<file path="src/rtl/vtimgen.sv">
// vtimgen: register-programmable video timing generator with
// interlaced half-line vsync and frame-boundary register reload.
module vtimgen #(
    parameter int HW       = 10,
    parameter int VW       = 10,
    parameter int H_LAST   = 511,
    parameter int V_LAST   = 312,
    parameter int HS_START = 470,
    parameter int HS_END   = 510,
    parameter int HD_START = 56,
    parameter int HD_END   = 376,
    parameter int HB_START = 440,
    parameter int HB_END   = 512,
    parameter int VS_START = 0,
    parameter int VS_END   = 3,
    parameter int VD_START = 63,
    parameter int VD_END   = 263,
    parameter int VB_START = 0,
    parameter int VB_END   = 25
) (
    input  logic          clk,
    input  logic          resb,
    input  logic          pix_en,
    input  logic          interlace,
    input  logic          wr,
    input  logic [3:0]    waddr,
    input  logic [15:0]   wdata,
    output logic          hsync_n,
    output logic          vsync_n,
    output logic          de,
    output logic          blank_n,
    output logic [HW-1:0] hcnt,
    output logic [VW-1:0] vcnt,
    output logic          field,
    output logic          frame_start
);

    localparam logic [HW-1:0] H_DEF [7] = '{
        HW'(H_LAST), HW'(HS_START), HW'(HS_END), HW'(HD_START),
        HW'(HD_END), HW'(HB_START), HW'(HB_END)
    };
    localparam logic [VW-1:0] V_DEF [7] = '{
        VW'(V_LAST), VW'(VS_START), VW'(VS_END), VW'(VD_START),
        VW'(VD_END), VW'(VB_START), VW'(VB_END)
    };

    // index 0 is the last count, then start/end pairs for sync, DE, blank
    logic [HW-1:0] h_sh [7];
    logic [HW-1:0] h_ac [7];
    logic [VW-1:0] v_sh [7];
    logic [VW-1:0] v_ac [7];

    logic          ilace_act;
    logic [VW-1:0] v_lim;
    logic [HW-1:0] off;
    logic [3:0]    vidx;
    logic          line_end;
    logic          wrap;
    logic          vs_go;
    logic          vs_stop;
    logic          unused;

    function automatic logic hwin(input logic [HW-1:0] c,
                                  input logic [HW-1:0] s,
                                  input logic [HW-1:0] e);
        return (c >= s) && (c < e);
    endfunction

    function automatic logic vwin(input logic [VW-1:0] c,
                                  input logic [VW-1:0] s,
                                  input logic [VW-1:0] e);
        return (c >= s) && (c < e);
    endfunction

    assign vidx   = waddr - 4'd7;
    assign unused = ^{wdata, vidx[3]};

    always_comb begin
        v_lim    = v_ac[0] + VW'(ilace_act & field);
        line_end = (hcnt == h_ac[0]);
        wrap     = pix_en && line_end && (vcnt == v_lim);
        off      = '0;
        if (field && ilace_act)
            off = {1'b0, h_ac[0][HW-1:1]} + HW'(1);
        // vsync edges are (line, pixel) points so odd fields can start mid-line
        vs_go   = (vcnt > v_ac[1]) || ((vcnt == v_ac[1]) && (hcnt >= off));
        vs_stop = (vcnt > v_ac[2]) || ((vcnt == v_ac[2]) && (hcnt >= off));
    end

    always_ff @(posedge clk or negedge resb) begin
        if (!resb) begin
            for (int i = 0; i < 7; i++) begin
                h_sh[i] <= H_DEF[i];
                h_ac[i] <= H_DEF[i];
                v_sh[i] <= V_DEF[i];
                v_ac[i] <= V_DEF[i];
            end
        end else begin
            if (wrap) begin
                h_ac <= h_sh;
                v_ac <= v_sh;
            end
            if (wr && (waddr < 4'd7))
                h_sh[waddr[2:0]] <= wdata[HW-1:0];
            else if (wr && (waddr < 4'd14))
                v_sh[vidx[2:0]] <= wdata[VW-1:0];
        end
    end

    always_ff @(posedge clk or negedge resb) begin
        if (!resb) begin
            hcnt        <= '0;
            vcnt        <= '0;
            field       <= 1'b0;
            ilace_act   <= 1'b0;
            hsync_n     <= 1'b1;
            vsync_n     <= 1'b1;
            de          <= 1'b0;
            blank_n     <= 1'b0;
            frame_start <= 1'b0;
        end else begin
            frame_start <= wrap;
            if (pix_en) begin
                hsync_n <= ~hwin(hcnt, h_ac[1], h_ac[2]);
                vsync_n <= ~(vs_go && !vs_stop);
                de      <= hwin(hcnt, h_ac[3], h_ac[4])
                         & vwin(vcnt, v_ac[3], v_ac[4]);
                blank_n <= ~(hwin(hcnt, h_ac[5], h_ac[6])
                           | vwin(vcnt, v_ac[5], v_ac[6]));
                if (line_end) begin
                    hcnt <= '0;
                    vcnt <= (vcnt == v_lim) ? '0 : vcnt + VW'(1);
                end else begin
                    hcnt <= hcnt + HW'(1);
                end
            end
            if (wrap) begin
                field     <= interlace & ~field;
                ilace_act <= interlace;
            end
        end
    end

endmodule

</file>
<file path="config.mk">
export PLATFORM = sky130hd
export DESIGN_NAME = vtimgen
export DESIGN_NICKNAME = d
export VERILOG_FILES = /design/src/rtl/vtimgen.sv
export SDC_FILE = /design/constraint.sdc
export NUM_CORES = 1
export LEC_CHECK = 0
export BUFFER_PORTS_ARGS = -buffer_cell sky130_fd_sc_hd__buf_2
export CAP_MARGIN = 10
export CORE_ASPECT_RATIO = 2
export CORE_UTILIZATION = 45
export CTS_CLUSTER_SIZE = 16
export DETAILED_ROUTE_END_ITERATION = 7
export GPL_TIMING_DRIVEN = 1
export PLACE_DENSITY = 0.65
export SLEW_MARGIN = 20
export SYNTH_ARGS = -nofsm -noshare
export SYNTH_HDL_FRONTEND = slang
export SYNTH_SLANG_ARGS = --single-unit
</file>
<file path="constraint.sdc">
create_clock -name clk -period 5.9 [get_ports clk]
set_input_delay 1.18 -clock clk [delete_from_list [all_inputs] [get_ports clk]]
set_output_delay 1.18 -clock clk [all_outputs]
set_load 0.05 [all_outputs]
</file>
* Word level (Yosys, flattened, before mapping)
Index checks and enable logic that the tools add are counted.
** Storage, ports and cells
- Register bits after elaboration :: 307
- Input bits :: 25
- Output and inout bits :: 26
- Logic and storage cells :: 105
** Cells by class
- Add/subtract/negate cells :: 5
- $lt $le $gt $ge :: 19
- Eq/ne operators :: 4
- Muxes and demuxes :: 9
- Bitwise operators :: 11
- Reduce and logical (&&, ||, !) cells :: 20
** Operator list (number)
- 70-bit bitwise mux :: 2
- 10-bit demux with 3-bit select :: 2
- 10-bit greater-or-equal comparator :: 6
- 10-bit less-than comparator :: 5
- 10-bit two-way mux :: 5
- 10-bit equality test :: 4
- 10-bit by 1-bit adder with 10-bit output, second input constant :: 2
- 10-bit > comparator :: 2
- 1-bit logical AND :: 15
- 10-bit by 1-bit adder with 10-bit output :: 1
- 9-bit by 1-bit adder with 10-bit output, second input constant :: 1
- 4-bit greater-or-equal comparator, second input constant :: 2
- 4-bit by 1-bit less-than comparator with 1-bit output, second input constant :: 2
- 3-bit NOT with 4-bit output :: 2
- 1-bit NOT :: 5
- 4-bit by 3-bit less-than comparator with 1-bit output, second input constant :: 1
- 4-bit less-than comparator, second input constant :: 1
- 2-bit AND reduction :: 2
- 1-bit bitwise AND :: 3
- 3-bit subtractor, second input constant :: 1
- 1-bit logical OR :: 2
- 1-bit zero test :: 1
- 1-bit bitwise OR :: 1

* Longest topological paths before layout
Gate-level depths: netlist of the first run.
- Word-level depth :: 8
- Gate-level depth with buffers :: 13

* Worst setup path before layout of the first run
OpenSTA, ideal clock, no wires.
- Path kind :: reg-to-reg
- Start point :: register field
- End point :: register h_ac[0] in the netlist's numbering
- Data arrival time :: 3.564 ns
- Data required time :: 5.773 ns
- Setup slack :: 2.208 ns
- Stages on the path, launching flop included :: 14
- Path buffers :: 4
- Period minus slack after synthesis :: 3.692 ns
- Cell sequence :: dfrtp_1 -> and2_1 -> clkbuf_1 -> ha_1 -> ha_1 -> buf_2 -> nand4_1 -> or4_1 -> o32ai_1 -> o211ai_1 -> nor3_2 -> buf_6 -> buf_6 -> mux2_1
** Between the ends
- Word-level cells in the longest chain between the ends :: 4
** Ends and longest elaborated chain
- start: declaration :: line 34 : output logic field,
- start signal: assignment :: line 138 : field <= interlace & ~field;
- 1-bit bitwise AND :: line 79 : v_lim = v_ac[0] + VW'(ilace_act & field);
- 10-bit by 1-bit adder with 10-bit output :: line 79
- 10-bit equality test :: line 81 : wrap = pix_en && line_end && (vcnt == v_lim);
- 1-bit logical AND :: line 81
- end signal: indexed assignment :: line 94 : h_ac[i] <= H_DEF[i];
- end signal: assignment :: line 100 : h_ac <= h_sh;
- end: declaration :: line 49 : logic [HW-1:0] h_ac [7];
No other way between the ends.
A chain may end at the register's enable or synchronous reset.

* Final worst setup path of the first run
- Start point :: register field
- End point :: register v_ac[5] in the netlist's numbering
** Between the ends
- Word-level cells in the longest chain between the ends :: 4
** Ends and longest elaborated chain
- 1-bit bitwise AND :: line 79
- 10-bit by 1-bit adder with 10-bit output :: line 79
- 10-bit equality test :: line 81
- 1-bit logical AND :: line 81
- end signal: indexed assignment :: line 96 : v_ac[i] <= V_DEF[i];
- end signal: assignment :: line 101 : v_ac <= v_sh;
- end: declaration :: line 51 : logic [VW-1:0] v_ac [7];
No other way between the ends.

==> summary.md, run 1 <==
| Metric | Value |
|---|---|
| Status | complete, no violations |
| Overall Global Routing Usage | between 20% and 30% |
| Top library cells by usage in the layout, fill and taps aside | 203 x sky130_fd_sc_hd__mux2_2, 193 x sky130_fd_sc_hd__dfrtp_1, 131 x sky130_fd_sc_hd__ha_1 |
| Max Cap Viol | 0 |
| Signal arrival time at the worst endpoint | about 4.7 ns |
| Critical register-to-register path endpoint | v_ac[5] |
| Final routed wire length divided by cell count | 20.1 um |
| Height of the chip | roughly 260 um |
| Static Leakage | between 7 and 8 nW |
| Number of buffers created by CTS | 29 |
| Final standard cell area without fillers | about 0.017 mm^2 |
| Nets in the synthesized netlist | between 1k and 1.5k |
| Core region area | ~0.034 mm^2 |
| Clock-pin transition on the worst setup and hold timing paths | around 0.06 ns |
| Total Neg Setup Slack | 0 ns |
| Fin. Hold Viols | 0 |
| Number of DRC violations after detailed routing | 0 |
| Count of state elements after synthesis | 307 |
| H-tree depth reported by CTS | 1 |
| Final setup violation count | 0 |
| Pin count of the biggest net entering global routing | ~140 |
| Area overhead of the layout relative to synthesis | 10.8% |
| Critical hold path startpoint | h_sh[6] |
| Fill count | about 3.0k |
| Post-Synthesis Mean Instance Area | roughly 13 um^2 |
| Placed wire-length estimate after detailed placement | roughly 23 mm |
| Port buffer count | 44 |
| Post-CTS setup buffers | 0 |
| Primary flip-flop cell chosen by synthesis mapping | sky130_fd_sc_hd__dfrtp_1 |
| Terminating pin of the worst hold path | h_ac[6] |
| P per Cell Area | 328 mW/mm^2 |
| Number of enable-type register cells in the synthesized netlist | 0 |
| Post-synth top area cell | sky130_fd_sc_hd__dfrtp_1 |
| Tmin final | about 4.3 ns |
| Synthesized instance count | around 1.2k |
| Number of nets in the finished design | 1,444 |
| Multi-input logic area | between 0.007 and 0.008 mm^2 |
| Worst hold stages | 1 |
| Num rows | 96 |
| Total Routed Length | between 30 and 40 mm |
| Post-route clock period utilization | between 70% and 80% |
| Mean number of vias per cell | ~5.5 |
| RSZ-0062 raised after global routing | false |
| Die area | 0.0354 mm^2 |
| Startpoint of the worst-slack reg-to-reg timing path | field |
| Number of antenna violations at the first check in global routing | 2 |
| Via count | slightly below 10k |
| R2R depth | 10 |
| Most common cell after layout, fill and taps aside | sky130_fd_sc_hd__mux2_2 |
| Number of hold buffers added after CTS | 0 |
| Sum of internal, switching and leakage power | around 5.7 mW |
| Number of antenna repair diodes | 0 |
| Number of global-route vias before repair | 10.3k |
| Clock tree skew after final layout | roughly 0.020 ns |
| Wire length of the first global-routing pass | about 56 mm |
| Crit end category | flop |
| Total global routing overflow | 0 |
| Peak VDD IR | between 200 and 300 uV |
| Drt first pass iters | 4 |
| Buffer levels on the longest clock path | 3 |
| Area share of the leading cell type in the synthesized netlist | 31.0% |
| Hold Crit Class | reg -> reg |
| Sequential-to-total area share from yosys stat | between 50% and 60% |
| Pins over their slew limit | 0 |
| Die X | ~130 um |
| Slack of the worst reg-to-reg path | ~1.6 ns |
| Critical path type | reg -> reg |
| Ys async rst share | 100% |
| Required @ worst endpoint | between 6 and 7 ns |
| Number of DRC markers after the initial detailed-route iteration | 329 |
| Reg area | between 0.007 and 0.008 mm^2 |
| Clock tree from TritonCTS | yes |
| Clock latency on the worst-skew pair | around 0.57 ns |
| Synth warnings | 0 |
| Slew HR | 25.1% |
| Post-placement cell area | ~0.016 mm^2 |
| Achievable frequency | between 200 and 250 MHz |
| Weighted congestion at the end of routability-driven global placement | approximately 0.82 |
| Maximum fanout count along the critical path | around 140 |
| Synth top area cells | sky130_fd_sc_hd__dfrtp_1 31%, sky130_fd_sc_hd__dfstp_2 19%, sky130_fd_sc_hd__mux2_2 15%, sky130_fd_sc_hd__ha_1 11%, sky130_fd_sc_hd__mux2_1 5.7% |
| Post-route ant nets | 0 |
| Actual transition at the worst max-transition pin | 1.11 ns |
| Clock sinks | just over 300 |
| Starting Density | 45.5% |
| Total I/O pin count | around 50 |
| Distinct cell type count after synthesis | approximately 60 |
| Fraction of final layout cells sized beyond drive strength 1 | between 30% and 40% |
| Cell area after synthesis | around 0.016 mm^2 |
| Root Driver | sky130_fd_sc_hd__clkbuf_16 |
| Kind of start point of the critical path | flop |
| Post-cts gate resize count | 0 |
-- stage by stage --
| step | hold slack (ns) | util (%) | instances | worst slack, ns |
|---|---|---|---|---|
| after floorplan | 0.458 | - | 1238 | 2.21 |
| after global placement | 0.465 | 47.5 | 1698 | 1.63 |
| after detailed placement | 0.474 | 47.5 | 1698 | 1.63 |
| after CTS | 0.483 | 50.4 | 1752 | 1.69 |
| after global routing | 0.501 | 50.4 | 1752 | 1.37 |
| final | 0.477 | 50.4 | 1752 | 1.65 |
-- final cells by class --
cell class	instances	area share (%)
sequential	307	45.4
multi-input combinational	778	41.2
clock buffer	33	4.47
tap	441	3.20
inverter	117	2.55
timing repair buffer	55	1.96
clock inverter	21	1.29
-- worst max-delay path by stage --
stage,startpoint,end,slack [ns]
detailed placement,pix_en,h_ac[29],1.63
global placement,pix_en,v_ac[24],1.63
CTS,field,h_ac[29],1.69
finish,field,v_ac[5],1.65
global route,field,h_ac[69],1.37
floorplan,field,h_ac[0],2.21
-- metal layers --
layer  global-route usage, %  routed length [um]  share of wire [%]
met1                    23.9               13900                 40
met2                    38.2               18400                 52
met3                    2.39                1230                3.5
met4                    9.52                1590                4.5
met5                       0                   0                  0
-- flip-flops by register name, summed over array words and instances (netlist names) --
| register | cells |
|---|---|
| blank_n | 1 |
| de | 1 |
| field | 1 |
| frame_start | 1 |
| h_ac | 70 |
| h_sh | 70 |
| hcnt | 10 |
| hsync_n | 1 |
| ilace_act | 1 |
| v_ac | 70 |
| v_sh | 70 |
| vcnt | 10 |
| vsync_n | 1 |
-- worst max-delay path, cell delays in order (launching register included) --
cell and delay [ns]:
sky130_fd_sc_hd__dfrtp_1 0.37, sky130_fd_sc_hd__and2_1 0.43, sky130_fd_sc_hd__ha_1 0.34, sky130_fd_sc_hd__ha_1 0.38
sky130_fd_sc_hd__nand4_1 0.24, sky130_fd_sc_hd__o21a_1 0.24, sky130_fd_sc_hd__o41ai_1 0.44, sky130_fd_sc_hd__o211ai_1 0.30
sky130_fd_sc_hd__nor3_4 0.22, sky130_fd_sc_hd__buf_12 0.64, sky130_fd_sc_hd__mux2_2 0.41
-- power breakdown --
| group | leakage [nW] | switching (mW) | internal, mW |
|---|---|---|---|
| logic | 3.64 | 0.540 | 0.471 |
| clock network | 0.493 | 0.826 | 1.12 |
| registers | 3.72 | 0.223 | 2.47 |
-- synthesized netlist by cell type (all sizes together), types with 2 or more instances --
master	instances
a2111oi	6
a211o	3
a211oi	8
a21o	24
a21oi	32
a221o	3
a31oi	5
and3	13
and4	2
buf	19
clkbuf	17
dfrtp	193
dfstp	114
ha	131
inv	116
mux2	282
mux2i	8
nand2	50
nand2b	15
nand3	18
nand4	14
nor2	30
nor2b	9
nor3	16
o2111ai	4
o211ai	5
o21a	5
o21ai	29
o2bb2ai	2
o31ai	2
o32ai	2
o41ai	3
or4	3
xnor2	23
xor2	13
-- cells by family (layout without fill, tap and decap cells) --
| family | after synthesis | after routing | share of synthesized area, % |
|---|---|---|---|
| flops | 307 | 307 | 50.3 |
| mux | 290 | 290 | 20.9 |
| simple gates | 178 | 178 | 5.85 |
| buf+inv | 153 | 226 | 4.20 |
| compound gates | 143 | 143 | 6.18 |
| fa+ha+maj | 131 | 131 | 10.5 |
| xor+xnor | 36 | 36 | 2.03 |
(Power assumes the default switching activity.)
==> inputs of run 2 (changes only) <==
- ABC_AREA: default -> 1
- clock period: 5.9 -> 4.37 ns (I/O delays scaled with it)
==> run 2 against run 1 <==
Combinational power is 54% higher; clock power grew 35%; fmax up 32%; sequential power grew 37%; largest cell class unchanged.
==> summary.md, run 2 <==
| Metric | Value |
|---|---|
| Post-route clock period utilization | 74.0% (+1.9 points) |
| Num rows | 98 (+2.1%) |
| Number of nets in the finished design | 2,122 (+47%) |
| Maximum fanout count along the critical path | 58 (-59%) |
| Metal3 WL | 1.40 mm (+14%) |
| Starting Density | 45.6% (+0.12 points) |
| Wire length of the first global-routing pass | 65.9 mm (+17%) |
| Number of antenna violations at the first check in global routing | 0 (-2) |
| Die area | 0.0368 mm^2 (+4.1%) |
| Area share of the leading cell type in the synthesized netlist | 29.8% (-1.2 points) |
| Post-placement cell area | 0.0167 mm^2 (+3.0%) |
| Most repeated cell in the gate-level netlist after synthesis | sky130_fd_sc_hd__nand2_1 |
| Synth warnings | 0 (unchanged) |
| Height of the chip | 270 um (+2.0%) |
| Placed wire-length estimate after detailed placement | 27.0 mm (+16%) |
| Most common cell on crit path | sky130_fd_sc_hd__nand2_1 |
| Placed cell count | 2,386 (+41%) |
| Post-CTS setup buffers | 0 (unchanged) |
| Critical path type | reg -> reg |
| Kind of start point of the critical path | flop |
| Primary flip-flop cell chosen by synthesis mapping | sky130_fd_sc_hd__dfrtp_1 |
| Post-Synthesis Mean Instance Area | 8.26 um^2 (-34%) |
| Total global routing overflow | 0 (unchanged) |
| Synth top area cells | sky130_fd_sc_hd__dfrtp_1 30%, sky130_fd_sc_hd__dfstp_2 18%, sky130_fd_sc_hd__nand2_1 15%, sky130_fd_sc_hd__ha_1 10%, sky130_fd_sc_hd__nand3_1 5.8% |
| Total Routed Length | 40.1 mm (+14%) |
| Sequential-to-total area share from yosys stat | 48.3% (-2.0 points) |
| Buffer levels on the longest clock path | 3 (unchanged) |
| Fin. Hold Viols | 0 (unchanged) |
| Distinct cell type count after synthesis | 34 (-42%) |
| Clock latency on the worst-skew pair | 0.57 ns (about the same) |
| Most common cell after layout, fill and taps aside | sky130_fd_sc_hd__nand2_1 |
| Count of state elements after synthesis | 307 (unchanged) |
| Core region area | 0.0356 mm^2 (+3.9%) |
| Status | complete, no violations |
| Fraction of final layout cells sized beyond drive strength 1 | 12.1% (-21 points) |
| Number of global-route vias before repair | 12.9k (+25%) |
| Synthesized instance count | 1,963 (+59%) |
| Pin count of the biggest net entering global routing | 128 (-10%) |
| Clock tree from TritonCTS | yes |
| Number of enable-type register cells in the synthesized netlist | 0 (unchanged) |
| Weighted congestion at the end of routability-driven global placement | 0.837 (+2.1%) |
| Clock sinks | 307 (unchanged) |
| Total I/O pin count | 51 (unchanged) |
| Area overhead of the layout relative to synthesis | 9.29% |
| Clock-pin transition on the worst setup and hold timing paths | 0.07 ns (about the same) |
| Post-route ant nets | 0 (unchanged) |
| Final standard cell area without fillers | 0.0177 mm^2 (+2.7%) |
| Slack of the worst reg-to-reg path | 1.14 ns (-0.51 ns) |
| Fill count | 3,535 (+18%) |
| Max Cap Viol | 0 (unchanged) |
| Post-synth top area cell | sky130_fd_sc_hd__dfrtp_1 |
| Clock tree skew after final layout | 0.0139 ns (-0.00613 ns) |
| Cell area after synthesis | 0.0162 mm^2 (+4.1%) |
| Critical register-to-register path endpoint | v_ac[38] |
| Worst-case hold slack | 0.334 ns (-0.143 ns) |
| Port buffer count | 44 (unchanged) |
| Detailed-routing wirelength on met1 | 15.5 mm (+11%) |
| Peak VDD IR | 318 uV (+21%) |
| R2R depth | 15 (+5) |
| Hold Crit Class | in -> async |
| CP peak stage delay | 0.51 ns (-0.13 ns) |
| Number of DRC violations after detailed routing | 0 (unchanged) |
| Startpoint of the worst-slack reg-to-reg timing path | field |
| Leading cell types by count after synthesis | 629 x sky130_fd_sc_hd__nand2_1, 207 x sky130_fd_sc_hd__inv_1, 193 x sky130_fd_sc_hd__dfrtp_1 |
| Amount of wire on met2 after detailed routing | 21.3 mm (+16%) |
| Required @ worst endpoint | 4.86 ns (-1.49 ns) |
| Number of hold buffers added after CTS | 0 (unchanged) |
| Mean number of vias per cell | 5.22 (-5.9%) |
| Final routed wire length divided by cell count | 16.4 um (-18%) |
| H-tree depth reported by CTS | 1 (unchanged) |
| Number of buffers created by CTS | 28 (-3.4%) |
| Ys async rst share | 100% (unchanged) |
| Die X | 136 um (+2.0%) |
| Non-filler instance count after layout | 2,437 (+39%) |
| Tmin final | 3.23 ns (-1.02 ns) |
| Slowest CP cell | sky130_fd_sc_hd__nor2_4 |
| RSZ-0062 raised after global routing | false |
| Number of DRC markers after the initial detailed-route iteration | 735 (+120%) |
| Drt first pass iters | 5 (+1) |
| Nets in the synthesized netlist | 2,119 (+52%) |
| Actual transition at the worst max-transition pin | 0.960 ns (-0.154 ns) |
| Overall Global Routing Usage | 23.2% (+2.3 points) |
| Static Leakage | 8.82 nW (+12%) |
| Top library cells by usage in the layout, fill and taps aside | 629 x sky130_fd_sc_hd__nand2_1, 207 x sky130_fd_sc_hd__inv_1, 193 x sky130_fd_sc_hd__dfrtp_1 |
| Signal arrival time at the worst endpoint | 3.73 ns (-0.97 ns) |
| P per Cell Area | 445 mW/mm^2 (+36%) |
| Sequence of cells on the critical path | nand2_1, inv_1, ha_1, ha_1, nand2_2, nor2_2, nand2_1, nand2_1, nand3_1, nand2_1, nand2_1, nor2_4, buf_12, nand3_1, nand2_1 |
| Pins over their slew limit | 0 (unchanged) |
| Highest routed metal layer | met4 |
| Slew HR | 35.9% (+11 points) |
| Via count | 12.7k (+31%) |
| Number of antenna repair diodes | 0 (unchanged) |
| Total Neg Setup Slack | 0 ns (unchanged) |
| Final setup violation count | 0 (unchanged) |
| Root Driver | sky130_fd_sc_hd__clkbuf_16 |
| Crit end category | flop |
| Post-cts gate resize count | 0 (unchanged) |
| Achievable frequency | 309 MHz (+32%) |
run 2: cell types whose count changed in the layout (fill, tap and decap cells not counted), moves of 79 or more:
cell,delta
sky130_fd_sc_hd__nand2_1,+579
sky130_fd_sc_hd__mux2_2,-203
sky130_fd_sc_hd__nand3_1,+169
sky130_fd_sc_hd__o21ai_0,+122
sky130_fd_sc_hd__inv_1,+91
sky130_fd_sc_hd__mux2_1,-79
run 2: metal layers:
metal	vias up	global-route usage [%]
met5	-	0
met4	0	11.0
met3	95	2.01
met2	256	43.6
met1	6069	25.4
li1	6301	-
run 2: critical path, delay by kind of cell (launching register included):
kind / cells / cell delay (ns)
fa+ha+maj: 2 / 0.44
buf+inv: 2 / 0.59
flops: 1 / 0.40
simple gates: 11 / 1.66
run 2: cells by family (layout without fill, tap and decap cells):
kind of cell / after synthesis / count (layout) / synth area share, %
flops: 307 / 307 / 48.3
compound gates: 240 / 240 / 7.82
simple gates: 962 / 962 / 24.8
buf+inv: 303 / 327 / 7.91
xor+xnor: 20 / 20 / 1.08
fa+ha+maj: 131 / 131 / 10.1
run 2: layout make-up:
cell class                 instances  area, um^2  area share (%)
tap                              450         563            3.18
clock buffer                      36         771            4.35
multi-input combinational       1353        7110            40.1
inverter                         214         803            4.54
timing repair buffer              62         440            2.49
sequential                       307        7830            44.2
clock inverter                    15         203            1.14
run 2: worst max path at each step:
stage / slack (ns) / cells past startpoint / start / endpoint
floorplan: 1.64 / 15 / field / v_ac[67]
global placement: 1.20 / 13 / field / v_ac[26]
detailed placement: 1.13 / 15 / field / v_ac[21]
CTS: 1.11 / 15 / field / v_ac[38]
global route: 0.83 / 15 / field / v_ac[43]
finish: 1.14 / 15 / field / v_ac[38]
run 2: stage by stage:
stage                     utilization (%)  setup slack (ns)  power [mW]
after global placement               47.1              1.20        5.25
final                                49.8              1.14        7.88
after floorplan                         -              1.64        4.74
after global routing                 49.8             0.833        8.33
after CTS                            49.8              1.11        7.94
after detailed placement             47.1              1.13        5.33
run 2: power by group:
part           switching (mW)  internal (mW)
sequential              0.406           3.30
combinational           0.979          0.578
clock                    1.13           1.49
